## src/rtl/ifetch_stage.sv

```systemverilog
// ifetch_stage: PC, ROM address and IF/ID register for the
// MIPS-subset pipeline, with stall, branch/jump redirect and flush.
//
// Parameters:
//   RESET_PC      PC loaded on reset (word-aligned)
// Inputs:
//   clk, reset    clock, synchronous active-high reset
//   stall         hold PC and IF/ID
//   branch_taken  redirect to branch_target (beats jump, stall)
//   branch_target branch destination byte address
//   jump          J-type in decode; redirect if IF/ID valid
//   jump_index    instr[25:0] of that jump
//   imem_data     combinational ROM read data
// Outputs:
//   imem_addr     ROM address (= PC)
//   if_id_instr   latched instruction (0 when not valid)
//   if_id_pc4     PC+4 of the latched instruction
//   if_id_valid   IF/ID holds a real instruction
//   misalign_err  sticky: a branch target was not word-aligned
//   fetch_count   instructions latched valid since reset
module ifetch_stage #(
  parameter logic [31:0] RESET_PC = 32'h0000_0000
) (
  input  logic        clk,
  input  logic        reset,
  input  logic        stall,
  input  logic        branch_taken,
  input  logic [31:0] branch_target,
  input  logic        jump,
  input  logic [25:0] jump_index,
  output logic [31:0] imem_addr,
  input  logic [31:0] imem_data,
  output logic [31:0] if_id_instr,
  output logic [31:0] if_id_pc4,
  output logic        if_id_valid,
  output logic        misalign_err,
  output logic [31:0] fetch_count
);

  logic [31:0] pc;
  logic [31:0] pc4;
  logic [31:0] jump_addr;
  logic        do_jump;

  assign pc4       = pc + 32'd4;
  assign jump_addr = {if_id_pc4[31:28],
                      jump_index, 2'b00};
  // A jump is only real if the word in decode is.
  assign do_jump   = jump & if_id_valid;
  assign imem_addr = pc;

  always_ff @(posedge clk) begin
    if (reset) begin
      pc           <= RESET_PC;
      if_id_instr  <= 32'd0;
      if_id_pc4    <= 32'd0;
      if_id_valid  <= 1'b0;
      misalign_err <= 1'b0;
      fetch_count  <= 32'd0;
    end else if (branch_taken) begin
      pc          <= {branch_target[31:2], 2'b00};
      if_id_instr <= 32'd0;
      if_id_pc4   <= 32'd0;
      if_id_valid <= 1'b0;
      if (branch_target[1:0] != 2'b00)
        misalign_err <= 1'b1;
    end else if (do_jump) begin
      pc          <= jump_addr;
      if_id_instr <= 32'd0;
      if_id_pc4   <= 32'd0;
      if_id_valid <= 1'b0;
    end else if (!stall) begin
      // imem_data is only sampled here.
      pc          <= pc4;
      if_id_instr <= imem_data;
      if_id_pc4   <= pc4;
      if_id_valid <= 1'b1;
      fetch_count <= fetch_count + 32'd1;
    end
  end

endmodule

```

## config.mk

```make
export PLATFORM = sky130hd
export DESIGN_NAME = ifetch_stage
export DESIGN_NICKNAME = d
export VERILOG_FILES = /design/src/rtl/ifetch_stage.sv
export SDC_FILE = /design/constraint.sdc
export NUM_CORES = 1
export LEC_CHECK = 0
export ABC_AREA = 1
export BUFFER_PORTS_ARGS = -buffer_cell sky130_fd_sc_hd__buf_4
export CAP_MARGIN = 20
export CORE_ASPECT_RATIO = 0.75
export CORE_UTILIZATION = 51
export DETAILED_ROUTE_END_ITERATION = 6
export PLACE_DENSITY = 0.89
export RECOVER_POWER = 25
export SYNTH_ARGS = -nofsm -noshare
export SYNTH_HDL_FRONTEND = slang
export SYNTH_SLANG_ARGS = --single-unit
```

## constraint.sdc

```tcl
create_clock -name clk -period 2 [get_ports clk]
set_clock_uncertainty 0.1 [all_clocks]
set_input_delay 0.2 -clock clk [delete_from_list [all_inputs] [get_ports clk]]
set_output_delay 0.2 -clock clk [all_outputs]
set_load 0.05 [all_outputs]
```

==> results of run 1 <==
-- worst min-delay path: cells and delay by family --
| kind | cells | cell delay [ns] |
|---|---|---|
| AOI/OAI and AO/OA | 2 | 0.22 |
| buffers and inverters | 1 | 0.08 |
-- kinds of logic after synthesis --
group	synth area share
AND/OR/NAND/NOR	0.356
AO/OA/AOI/OAI	0.164
buffers and inverters	0.0863
flip-flops	0.374
XOR/XNOR	0.0156
adder cells (fa/ha/maj)	0.00371
other	0.000556
-- where the power goes --
group	total, mW	internal [mW]	leakage (nW)	switching [mW]
Clock	3.21	1.91	0.297	1.30
Sequential	2.72	2.61	1.03	0.111
Combinational	1.27	0.442	2.79	0.825
Total	7.20	4.97	4.12	2.23
-- registers in the layout, indices dropped and copies added (netlist names) --
name and cells:
if_id_valid 1, imem_addr 30, if_id_instr 32, misalign_err 1, if_id_pc4 30, fetch_count 32
-- per-stage QoR --
step	setup slack [ns]	util	cells	power (mW)	hold WS, ns
3_5_place_dp	0.255	0.676	1397	3.94	0.352
3_3_place_gp	0.309	0.676	1397	3.93	0.337
2_1_floorplan	0.00384	-	1045	3.51	0.178
5_1_grt	0.0273	0.754	1490	7.42	0.0186
6_report	0.153	0.754	1490	7.20	0.0240
4_1_cts	0.189	0.773	1490	7.21	0.00749
-- layer usage --
metal,vias up,wire length [µm],track usage,share of wire
met1,3649,10100,0.447,0.42
li1,3879,-,-,-
met4,0,659,0.150,0.027
met5,-,0,0,0
met3,61,2490,0.0901,0.10
met2,441,10900,0.575,0.45
-- layout make-up --
cell class,count,area (µm²),share of cell area
Clock buffer,18,439,0.0463
Clock inverter,14,169,0.0178
Inverter,87,329,0.0347
Multi-Input combinational cell,781,3650,0.386
Sequential cell,126,2520,0.266
Tap cell,166,208,0.0219
Timing Repair Buffer,298,2160,0.228
-- cells in the mapped netlist, types with 2 or more instances --
master,number,area (µm²)
and2_1,3,18.8
buf_2,19,95.1
nand4_1,4,25.0
nor2_2,16,100
nor3_2,2,20.0
buf_4,4,30.0
buf_1,4,15.0
xnor2_1,5,43.8
nor2_1,160,601
nand3_2,3,30.0
inv_1,80,300
buf_6,3,33.8
nand3b_1,10,75.1
dfxtp_1,126,2520
a21oi_1,118,591
ha_1,2,25.0
nand3_1,53,265
inv_2,6,22.5
nand2_4,2,22.5
o211ai_1,17,128
clkbuf_1,21,78.8
xor2_1,7,61.3
o21a_1,2,15.0
nand2_2,7,43.8
nand2_1,279,1050
o21ai_0,61,305
nor2_4,10,113
o21ai_1,8,40.0
a31oi_1,3,18.8
-- timing repair --
action	CTS	global route
hold buffers	61	0
endpoints found under the setup margin	0	0
hold endpoints to repair	60	0
-- worst max path at each step --
| stage | startpoint | to | slack [ns] | cells past startpoint |
|---|---|---|---|---|
| 2_1_floorplan | imem_addr[2] | if_id_pc4[24] | 0.004 | 10 |
| 3_3_place_gp | fetch_count[1] | fetch_count[12] | 0.31 | 10 |
| 3_5_place_dp | imem_addr[3] | if_id_pc4[22] | 0.26 | 10 |
| 4_1_cts | imem_addr[3] | if_id_pc4[28] | 0.19 | 10 |
| 5_1_grt | fetch_count[1] | fetch_count[12] | 0.03 | 10 |
| 6_report | imem_addr[3] | if_id_pc4[14] | 0.15 | 8 |
==> metrics.yaml, run 1 <==
final_layout:
  fin_area_um2: 9480
  mostFrequentLayoutCell: "nand2_1"
  final_nets: 1408
  antennaDiodeCount: 0
  area_delta_synth_final_pct: 40.7
  drive_gt1_frac: 0.196
  final_cell_mix: "278 x nand2_1, 175 x buf_4, 160 x nor2_1"
  nFillCells: 1004
sta:
  worst_slew_pin_slew_ns: 0.839
  fmax_mhz: 541
  post-route-min-period_ns: 1.85
  maxSlewHeadroom: 0.440
  finalSetupViolCount: 0
  finalSetupTns_ns: 0
  maxSlewViolCount: 0
  finalCritPeriodShare: 0.923
  grt_setup_unrepaired: "no"
  hold_viol_final: 0
hold_path:
  hold_path.class: "input port to flop"
  min_from: "branch_target[16]"
  hold-path-endpoint: "imem_addr[16]"
  holdPathStages: 3
placed_design:
  post_dp_cell_area_um2: 8490
  port_buffers: 220
  dp_hpwl_mm: 15.8
  gp_congestion: 0.973
yosys:
  ys.flop_type: "dfxtp_1"
  synth_edf_count: 0
  syn-cell-area_um2: 6740
  synth-seq-area-share: 0.374
  synth_warnings: 0
  syn_area_per_cell_um2: 6.47
  netlist-cell-type-count: 36
  syn_inst: 1042
  ys_seq_elements: 126
  synthArstFlopShare: 0
floorplanning:
  ios: 225
  die_x_um: 135
  initial_core_util: 0.536
  core.rowCount: 35
  coreArea_um2: 12600
  die_h_um: 102
  dieArea_um2: 13700
clock_network:
  clk_pin_slew_worst_paths_ns: 0.07
  cts_resized: 0
  worstSkewPairLatency_ns: 0.42
  cts_root_buf: "clkbuf_16"
  cts_made_buffers: 17
  htreeDepth: 4
  cts_tree: "done"
  cts_setup_buffers: 0
  cts_sinks: 126
  clockBufferDepth: 2
route:
  wire_per_inst_um: 16.2
  drc: 0
  wirelength_mm: 24.1
  ant_nets: 0
  vias: 8030
  drtPass1Iterations: 5
  drt-initial-drc-count: 849
  viasPerCell: 5.39
pwr:
  irDropWorstVdd_mv: 0.736
  power_density_nw_per_um2: 760
  p_leak_nw: 4.12
setup_path:
  cp-end-kind: "flop"
  required_ns: 2.21
  reg2regPathDepth: 8
  crit_type: "flop to flop"
  critical_path.cell_chain: "ha_1, nand2_1, nor2_4, nand2_4, o21ai_0, nand2_1, o21ai_0, inv_1"
  path_max_fanout: 8
  cpPeakStageDelay_ns: 0.36
  crit_buf_inv: 1
  r2r_start: "imem_addr[3]"
  worstSetupStartpointType: "flop"
  slowest_stage: "dfxtp_1"
  worstPathArrival_ns: 2.06
  reg2reg_to: "if_id_pc4[14]"
  rrSetupSlack_ns: 0.15
  crit_family: "simple AND/OR/NAND/NOR gates"
run:
  maxCapViolCount: 0
global_routing:
  grt_pass1_vias: 7481
  grt_overflow: 0
  grt_antenna_before_repair: 0
  grt.total_usage: 0.353
  grt_pass1_wl_mm: 37.6
  grt_max_degree: 80
run_status:
  status: "finished, final reports clean"
No activity file was read; power rests on OpenSTA's default activity.
==> run 2: changes to the inputs <==
--- a/config.mk
+++ b/config.mk
@@ -9,10 +9,11 @@
 export BUFFER_PORTS_ARGS = -buffer_cell sky130_fd_sc_hd__buf_4
 export CAP_MARGIN = 20
 export CORE_ASPECT_RATIO = 0.75
-export CORE_UTILIZATION = 51
+export CORE_UTILIZATION = 55
 export DETAILED_ROUTE_END_ITERATION = 6
-export PLACE_DENSITY = 0.89
+export PLACE_DENSITY = 0.94
 export RECOVER_POWER = 25
 export SYNTH_ARGS = -nofsm -noshare
 export SYNTH_HDL_FRONTEND = slang
 export SYNTH_SLANG_ARGS = --single-unit
+export TNS_END_PERCENT = 20
==> constraint.sdc (replaced) <==
create_clock -name clk -period 2.4 [get_ports clk]
set_clock_uncertainty 0.1 [all_clocks]
set_input_delay 0.24 -clock clk [delete_from_list [all_inputs] [get_ports clk]]
set_output_delay 0.24 -clock clk [all_outputs]
set_load 0.05 [all_outputs]
==> metrics.yaml, run 2 (same netlist as run 1, synthesis figures left out) <==
floorplanning:
  coreArea_um2: 11800  # -6.2%
  dieArea_um2: 12700  # -7.2%
  die_h_um: 97.9  # -3.6%
  core.rowCount: 34  # -2.9%
  ios: 225  # unchanged
  die_x_um: 130  # -3.7%
  initial_core_util: 0.572  # +0.0357
route:
  drc: 0  # unchanged
  ant_nets: 0  # unchanged
  vias: 7996  # -0.42%
  viasPerCell: 5.52  # +2.5%
  wire_per_inst_um: 16.2  # +0.28%
  drtPass1Iterations: 5  # unchanged
  drt-initial-drc-count: 856  # +0.82%
  wirelength_mm: 23.5  # -2.5%
pwr:
  clkPwrFrac: 0.457  # +0.011
  p_leak_nw: 3.96  # -3.7%
  total_power_mw: 6.04  # -16%
  irDropWorstVdd_mv: 0.640  # -13%
  p_int_mw: 4.27  # -14%
  p_sw_frac: 0.292  # -0.0176
  p_seq_frac: 0.377  # about the same
  combPwrFrac: 0.166  # -0.010
  power.net_switching_mw: 1.77  # -21%
  power_density_nw_per_um2: 660  # -13%
global_routing:
  grt_antenna_before_repair: 0  # unchanged
  grt_pass1_vias: 7410  # -0.95%
  grt_pass1_wl_mm: 37.3  # -0.94%
  grt.total_usage: 0.377  # +0.0236
  grt_max_degree: 59  # -26%
  grt_overflow: 0  # unchanged
sta:
  worst_slew_pin_slew_ns: 1.17  # +0.327 ns
  finalCritPeriodShare: 0.812  # -0.111
  maxSlewHeadroom: 0.223  # -0.218
  hold_viol_final: 0  # unchanged
  fmax_mhz: 513  # -5.3%
  post-route-min-period_ns: 1.95  # +0.103 ns
  finalSetupTns_ns: 0  # unchanged
  finalSetupViolCount: 0  # unchanged
  maxSlewViolCount: 0  # unchanged
  grt_setup_unrepaired: "no"
placed_design:
  dp_hpwl_mm: 15.2  # -3.6%
  gp_congestion: 0.994  # +2.1%
  port_buffers: 220  # unchanged
  place_inst: 1385  # -0.86%
clock_network:
  cts_resized: 0  # unchanged
  worstSkewPairLatency_ns: 0.42  # about the same
  cts_root_buf: "clkbuf_16"
  cts_tree: "done"
  htreeDepth: 4  # unchanged
  cts_setup_buffers: 0  # unchanged
  clk_pin_slew_worst_paths_ns: 0.06  # about the same
  cts_sinks: 126  # unchanged
  cts_made_buffers: 17  # unchanged
  clockBufferDepth: 2  # unchanged
setup_path:
  required_ns: 2.64  # +0.43 ns
  critical_path.cell_chain: "nand2_1, nand2_1, nor2_2, buf_12, inv_2, o21ai_0, a21oi_1"
  crit_type: "flop to flop"
  worstPathArrival_ns: 2.19  # +0.13 ns
  slowest_stage: "inv_2"
  path_max_fanout: 32  # +24
  crit_top_cell: "nand2_1"
  cpPeakStageDelay_ns: 0.38  # +0.02 ns
  cp-end-kind: "flop"
  worstSetupStartpointType: "flop"
final_layout:
  reg_top3: "fetch_count x32, if_id_instr x32"
  nFillCells: 877  # -13%
  final_cell_mix: "279 x nand2_1, 166 x buf_4, 160 x nor2_1"
  final_nets: 1370  # -2.7%
  antennaDiodeCount: 0  # unchanged
  area_delta_synth_final_pct: 35.7
  drive_gt1_frac: 0.194  # -0.00122
  mostFrequentLayoutCell: "nand2_1"
  finalNonFillerCells: 1448  # -2.8%
run_status:
  status: "finished, final reports clean"
hold_path:
  hold_path.class: "input port to flop"
run:
  maxCapViolCount: 0  # unchanged
run 2: per-stage QoR:
| stage | setup WS (ns) | util | area [µm²] | hold slack [ns] |
|---|---|---|---|---|
| 2_1_floorplan | 0.399 | - | 6750 | 0.218 |
| 3_3_place_gp | 0.638 | 0.716 | 8440 | 0.337 |
| 3_5_place_dp | 0.574 | 0.716 | 8440 | 0.346 |
| 4_1_cts | 0.526 | 0.796 | 9380 | 0.00245 |
| 5_1_grt | 0.290 | 0.776 | 9150 | 0.0184 |
| 6_report | 0.451 | 0.776 | 9150 | 0.00916 |
run 2: area by class of cell:
cell class                      count  area [µm²]  area share
Multi-Input combinational cell    781        3650       0.399
Sequential cell                   126        2520       0.276
Timing Repair Buffer              260        1810       0.198
Clock buffer                       18         439      0.0480
Inverter                           87         329      0.0360
Tap cell                          162         203      0.0222
Clock inverter                     14         193      0.0211
run 2: critical path: cells and delay by family, from the launching register on:
kind	cells	cell delay, ns
AND/OR/NAND/NOR	3	0.51
AO/OA/AOI/OAI	2	0.35
flip-flops	1	0.35
buffers and inverters	2	0.54
run 2: metal layers:
| metal | part of all wire | global-route usage | wire length (µm) |
|---|---|---|---|
| met3 | 0.12 | 0.110 | 2770 |
| met2 | 0.45 | 0.579 | 10500 |
| met4 | 0.042 | 0.175 | 974 |
| met5 | 0 | 0 | 0 |
| met1 | 0.39 | 0.485 | 9230 |
run 2: power by group through the flow:
stage	registers, mW	clock network (mW)	logic (mW)
2_1_floorplan	2.58	0	0.345
3_3_place_gp	2.31	0	0.950
3_5_place_dp	2.31	0	0.963
4_1_cts	2.27	2.76	1.01
5_1_grt	2.29	2.87	1.07
6_report	2.28	2.76	1.00
run 2: path summary, 6_finish.rpt:
| check | depth (start not counted) | endpoint | startpoint | slack (ns) |
|---|---|---|---|---|
| min | 3 | imem_addr[17] | branch_target[17] | 0.009 |
| max reg2reg | 7 | imem_addr[7] | if_id_valid | 0.45 |
| max | 7 | imem_addr[7] | if_id_valid | 0.45 |
| min reg2reg | 2 | misalign_err | misalign_err | 0.35 |
run 2: what timing repair did:
| action | 4_1_cts | 5_1_grt |
|---|---|---|
| hold buffers | 31 | 0 |
| hold endpoints to repair | 31 | 0 |
| setup endpoints to repair | 0 | 0 |
